[src/rtl/pipeline_exec_controller.sv]
// Run/step/halt sequencer for the 5-stage pipeline.
// Drives pipeline enables and counts executed cycles.
module pipeline_exec_controller #(
  parameter int PIPE_DEPTH = 5,
  parameter int CYC_W      = 32
) (
  input  logic             clk,
  input  logic             rst_n,
  input  logic             cmd_valid,
  input  logic [1:0]       cmd_op,
  output logic             cmd_ready,
  input  logic             halt_id,
  output logic             pipe_en,
  output logic             fetch_en,
  output logic             flush_if,
  output logic             prog_rst,
  output logic             done,
  output logic [2:0]       state,
  output logic [CYC_W-1:0] cycle_cnt
);

  localparam int DW = $clog2(PIPE_DEPTH) + 1;

  localparam logic [DW-1:0] DRAIN_LEN =
    DW'(PIPE_DEPTH - 2);
  localparam logic [DW-1:0] D_ONE = DW'(1);
  localparam logic [CYC_W-1:0] C_ONE = CYC_W'(1);

  localparam logic [1:0] OP_RUN  = 2'b01;
  localparam logic [1:0] OP_STEP = 2'b10;
  localparam logic [1:0] OP_PRST = 2'b11;

  typedef enum logic [2:0] {
    IDLE   = 3'd0,
    RUN    = 3'd1,
    STEP   = 3'd2,
    DRAIN  = 3'd3,
    HALTED = 3'd4,
    PRST   = 3'd5
  } state_t;

  state_t        state_q, state_d;
  logic [DW-1:0] dcnt_q, dcnt_d;
  logic          done_d;

  assign state = state_q;

  // state, drain counter and done pulse registers
  always_ff @(posedge clk or negedge rst_n) begin
    if (!rst_n) begin
      state_q <= IDLE;
      dcnt_q  <= '0;
      done    <= 1'b0;
    end else begin
      state_q <= state_d;
      dcnt_q  <= dcnt_d;
      done    <= done_d;
    end
  end

  // next-state and output decode
  always_comb begin
    state_d   = state_q;
    dcnt_d    = dcnt_q;
    done_d    = 1'b0;
    cmd_ready = 1'b0;
    pipe_en   = 1'b0;
    fetch_en  = 1'b0;
    flush_if  = 1'b0;
    prog_rst  = 1'b0;
    case (state_q)
      IDLE: begin
        cmd_ready = 1'b1;
        if (cmd_valid) begin
          unique case (1'b1)
            (cmd_op == OP_RUN):  state_d = RUN;
            (cmd_op == OP_STEP): state_d = STEP;
            (cmd_op == OP_PRST): state_d = PRST;
            default: ;
          endcase
        end
      end
      RUN: begin
        pipe_en  = 1'b1;
        fetch_en = ~halt_id;
        flush_if = halt_id;
        if (halt_id) begin
          state_d = DRAIN;
          dcnt_d  = DRAIN_LEN;
        end
      end
      STEP: begin
        pipe_en  = 1'b1;
        fetch_en = ~halt_id;
        flush_if = halt_id;
        if (halt_id) begin
          state_d = DRAIN;
          dcnt_d  = DRAIN_LEN;
        end else begin
          state_d = IDLE;
          done_d  = 1'b1;
        end
      end
      DRAIN: begin
        pipe_en  = 1'b1;
        flush_if = 1'b1;
        dcnt_d   = dcnt_q - D_ONE;
        if (dcnt_q <= D_ONE) begin
          state_d = HALTED;
          done_d  = 1'b1;
        end
      end
      HALTED: begin
        cmd_ready = 1'b1;
        if (cmd_valid && cmd_op == OP_PRST)
          state_d = PRST;
      end
      PRST: begin
        prog_rst = 1'b1;
        state_d  = IDLE;
        done_d   = 1'b1;
      end
      default: state_d = IDLE;
    endcase
  end

  // executed-cycle counter, cleared by program reset
  always_ff @(posedge clk or negedge rst_n) begin
    if (!rst_n)
      cycle_cnt <= '0;
    else if (state_q == PRST)
      cycle_cnt <= '0;
    else if (pipe_en)
      cycle_cnt <= cycle_cnt + C_ONE;
  end

endmodule

[config.mk]
export PLATFORM = sky130hd
export DESIGN_NAME = pipeline_exec_controller
export DESIGN_NICKNAME = d
export VERILOG_FILES = /design/src/rtl/pipeline_exec_controller.sv
export SDC_FILE = /design/constraint.sdc
export NUM_CORES = 1
export LEC_CHECK = 0
export BUFFER_PORTS_ARGS = -buffer_cell sky130_fd_sc_hd__buf_2
export CORE_MARGIN = 5
export CORE_UTILIZATION = 50
export DETAILED_ROUTE_END_ITERATION = 8
export PLACE_DENSITY = 0.71
export SLEW_MARGIN = 25
export SYNTH_ARGS = -nofsm -noshare
export SYNTH_HDL_FRONTEND = slang
export SYNTH_SLANG_ARGS = --single-unit
[constraint.sdc]
create_clock -name clk -period 5.45 [get_ports clk]
set_input_delay 0 -clock clk [delete_from_list [all_inputs] [get_ports clk]]
set_output_delay 0 -clock clk [all_outputs]
set_load 0.02 [all_outputs]
# After elaboration in Yosys (flattened, before gate mapping)

Cells that the tools add are included.

Bitwise operators: 1
Add/sub/neg operators: 2
Reductions and logical operators: 9
Order comparisons: 1
Eq/ne operators: 14
Muxes and demuxes: 19

Operator list:

| kind                    | count |
|---|---|
| $mux W32                | 2 |
| $add A32 B1 Y32 const B | 1 |
| $pmux W3 S5             | 1 |
| $mux W3                 | 4 |
| $pmux W3 S3             | 1 |
| $ne A2 B2 Y1 const B    | 4 |
| $pmux W4 S2             | 1 |
| $eq A3 B2 Y1 const B    | 2 |
| $eq A3 B3 Y1 const B    | 2 |
| $mux W1                 | 6 |
| $reduce_and A5 Y1       | 1 |
| $eq A2 B2 Y1 const B    | 2 |
| $le A4 B1 Y1 const B    | 1 |
| $mux W4                 | 1 |
| $ne A4 B4 Y1 const B    | 1 |
| $reduce_bool A2 Y1      | 2 |
| $reduce_or A2 Y1        | 2 |
| $sub A4 B1 Y4 const B   | 1 |
| $eq A3 B1 Y1 const B    | 1 |
| $logic_not A3 Y1        | 1 |
| $pmux W1 S3             | 1 |
| $reduce_or A3 Y1        | 1 |
| $eq A2 B1 Y1 const B    | 1 |
| $mux W2                 | 1 |
| 5 further kinds         | 5 |

Output and inout port bits: 41
Input bits: 6
Bits in registers: 40
Word-level logic and storage cells: 50

# Logic depth before layout (Yosys ltp)

Depth after elaboration: 5
Mapped depth: 7
Mapped depth without buffers: 6

# Least setup slack after synthesis

No wires, ideal clock.

Path kind: reg2reg
Start point: register cycle_cnt[0]
End point: register cycle_cnt[22]
Data required time: 5.373 ns
Library setup time: 0.077 ns
Stages on the path, launching flop included: 7
Clock period less this slack: 2.189 ns
Setup slack: 3.261 ns
Arrival time: 2.111 ns
Cell sequence: dfrtp_1 -> ha_1 -> a21bo_2 -> or4_1 -> buf_2 -> or4_1 -> a21oi_1

Longest elaborated chain between the ends: 3

RTL lines:

| element                  | line | text |
|---|---|---|
| start: declaration       | 19   | `output logic [CYC_W-1:0] cycle_cnt` |
| start signal: assignment | 134  | `cycle_cnt <= cycle_cnt + C_ONE;` |
| $add A32 B1 Y32          | 134  |  |
| $mux W32                 | 133  | `else if (pipe_en)` |
| $mux W32                 | 131  | `else if (state_q == PRST)` |

Every way passes these cells. The select of a mux whose other input is x is not followed.
A chain may end at the register's enable or synchronous reset.

# Worst setup path in the final report

Start point: register state_q[1], in the netlist state[1]
End point: output port prog_rst

Longest elaborated chain between the ends: 2

RTL lines:

| element                  | line | text |
|---|---|---|
| start: declaration       | 42   | `state_t state_q, state_d;` |
| start signal: assignment | 55   | `state_q <= state_d;` |
| $eq A3 B3 Y1             | 71   | `case (state_q)` |
| $mux W1                  | 71   |  |
| end: declaration         | 16   | `output logic prog_rst,` |

Every way passes these cells.

==> impl_metrics.ini <==
[setup_path]
cp-end-kind = primary output
cp.required_ns = 5.45
cp_max_fo = 24
crit_type = register to primary output
cp.arrival_ns = 2.55
start_kind = register

[job]
drv_cap = 0

[finish]
drive_gt1_share_pct = 19.9
utilization_pct = 60.1
num_antenna_cells = 0
final_cell_mix = buf_2, dfrtp_1, a21oi_1, nand2_1, nor2_1
fin_cells = 348
mostFrequentLayoutCell = buf_2
area_delta_synth_final_pct = 15.0
nets = 306

[routing]
drcViolationCount = 0
viasPerCell = 5.88
postRouteAntennaNets = 0
wirelength_um = 5130
routedWlPerCell_um = 14.7
drt_iter0_drc = 155
drt_pass1_iterations = 4
vias = 2046

[global_routing]
met1_usage_pct = 23.4
grt_max_degree = 41
gr-usage-met2_pct = 26.5
antenna_found_initial = 0
grt_overflow = 0
grtUsageMet3_pct = 3.36
grt_pass1_vias = 1810
gr-max-usage-layer = met2
track_usage_pct = 17.0
grt_pass1_wl_um = 8510

[sta]
max_clock_freq_ghz = 0.392
rsz0062_at_grt = no
hold_violations = 0
period_share_pct = 46.8
fin_tns_setup_ns = 0
tightest_slew_ns = 0.746
setup_viol = 0
min_period_ns = 2.55
drv_slew = 0
maxSlewHeadroom_pct = 50.2
clock_skew_ns = 0.00505

[cts]
root_buffer = clkbuf_8
cts.path.max_buffers = 2
cts_tree = yes
h-tree-depth = 2
clock_sinks = 40
clk_latency_ns = 0.29
cts_buffers = 5
path_clk_slew_ns = 0.08

[synthesis]
netlist_instances = 254
avgSynthCellArea_um2 = 9.08
ys_ff_latch = 40
synth_flop_cell = dfrtp_1
yosys.cell_types.count = 45
synth_edf_count = 0
postSynthNetCount = 265
ys_warn_count = 0
yosysSeqAreaShare_pct = 43.4
post_synth_instance_area_um2 = 2310
async_reset_ff_share_pct = 100

[floorplanning]
die_y_um = 77.9
die_area_um2 = 6070
rows = 24
ios = 47
start_util_pct = 52.3
design.core.area_um2 = 4410
die_w_um = 77.9

[placement]
numPlacedInstances = 339
place_hpwl_um = 3520
place.gp.congestion = 0.822
port-buffer-count = 46

[outcome]
status = finished, final reports clean

[power]
power.density_nw_per_um2 = 373
power_leakage_nw = 1.22
irDropWorstVdd_uv = 292

[hold_path]
hold_path_class = input pin to register
## area by class of cell
cell class	count	area [um^2]
clock buffer	6	82.6
clock inverter	2	10.0
fill	416	1760
inverter	12	45.0
multi-input combinational	189	1210
sequential	40	1000
tap	52	65.1
timing repair buffer	47	243
## state kept, by name (all words and copies together) (netlist names)
name	count
done	1
dcnt_q	4
state	3
cycle_cnt	32
## power breakdown
group | internal [W] | switching (W)
Combinational | 0.000135 | 0.000237
Sequential | 0.000332 | 0.0000789
Clock | 0.000101 | 0.000106
## critical path, stage by stage, from the launching register on
cell and delay (ns):
dfrtp_1 0.55, inv_1 0.26, nand3_1 0.41, inv_1 0.73, buf_2 0.29
## layer usage
| metal | up-vias | part of all wire, % |
|---|---|---|
| li1 | 1027 | - |
| met1 | 961 | 47 |
| met2 | 52 | 46 |
| met3 | 6 | 5.1 |
| met4 | 0 | 1.6 |
| met5 | - | 0 |
## logic make-up after synthesis
group / after synthesis / share of synthesized area [%]
and+or+nand+nor: 104 / 24.7
AOI/OAI and AO/OA: 64 / 18.4
DFF: 40 / 43.4
buffers and inverters: 25 / 4.34
xor gates and xnor gates: 9 / 3.42
muxes: 7 / 3.04
adders and majority gates: 5 / 2.71
## per-stage QoR
step           setup WS, ns  area, um^2  power [W]  hold WS (ns)
5_1_grt                2.64        2650    0.00106        0.0380
6_report               2.90        2650   0.000990        0.0308
3_5_place_dp           3.06        2550   0.000788         0.189
3_3_place_gp           3.09        2550   0.000786         0.178
2_1_floorplan          3.26        2310   0.000688        -0.296
4_1_cts                2.83        2650    0.00100        0.0246
## Yosys cell counts, drive strengths merged (7+ instances only)
cell	number	area, um^2
a21oi	23	115
clkbuf	7	26.3
dfrtp	40	1000
inv	12	45.0
mux2i	7	70.1
nand2	21	78.8
nand3	11	55.1
nor2	17	63.8
nor3	7	35.0
nor4	7	43.8
o21ai	11	55.1
o31ai	11	82.6
or4	14	109
xnor2	7	61.3
## worst paths after layout
kind                                        from                         to  slack [ns]  cells after the start
setup / recovery            state[1]$_DFFE_PN0P_                   prog_rst        2.90                      4
hold / removal                           halt_id             done$_DFF_PN0_        0.03                      3
setup reg to reg            state[0]$_DFFE_PN0P_  cycle_cnt[22]$_DFFE_PN0P_        3.03                      4
hold reg to reg            dcnt_q[3]$_DFFE_PN0P_      dcnt_q[3]$_DFFE_PN0P_        0.51                      1
max in group asynchronous                  rst_n  cycle_cnt[30]$_DFFE_PN0P_        4.88                      2
min in group asynchronous                  rst_n   cycle_cnt[2]$_DFFE_PN0P_        0.22                      2
## repair_timing
action                                 in CTS  in global routing
endpoints found under the hold margin      40                  0
buffers inserted                            0                  0
hold buffers                                1                  0
resized for setup                           0                  0
Power figures use the tool's default switching activity.
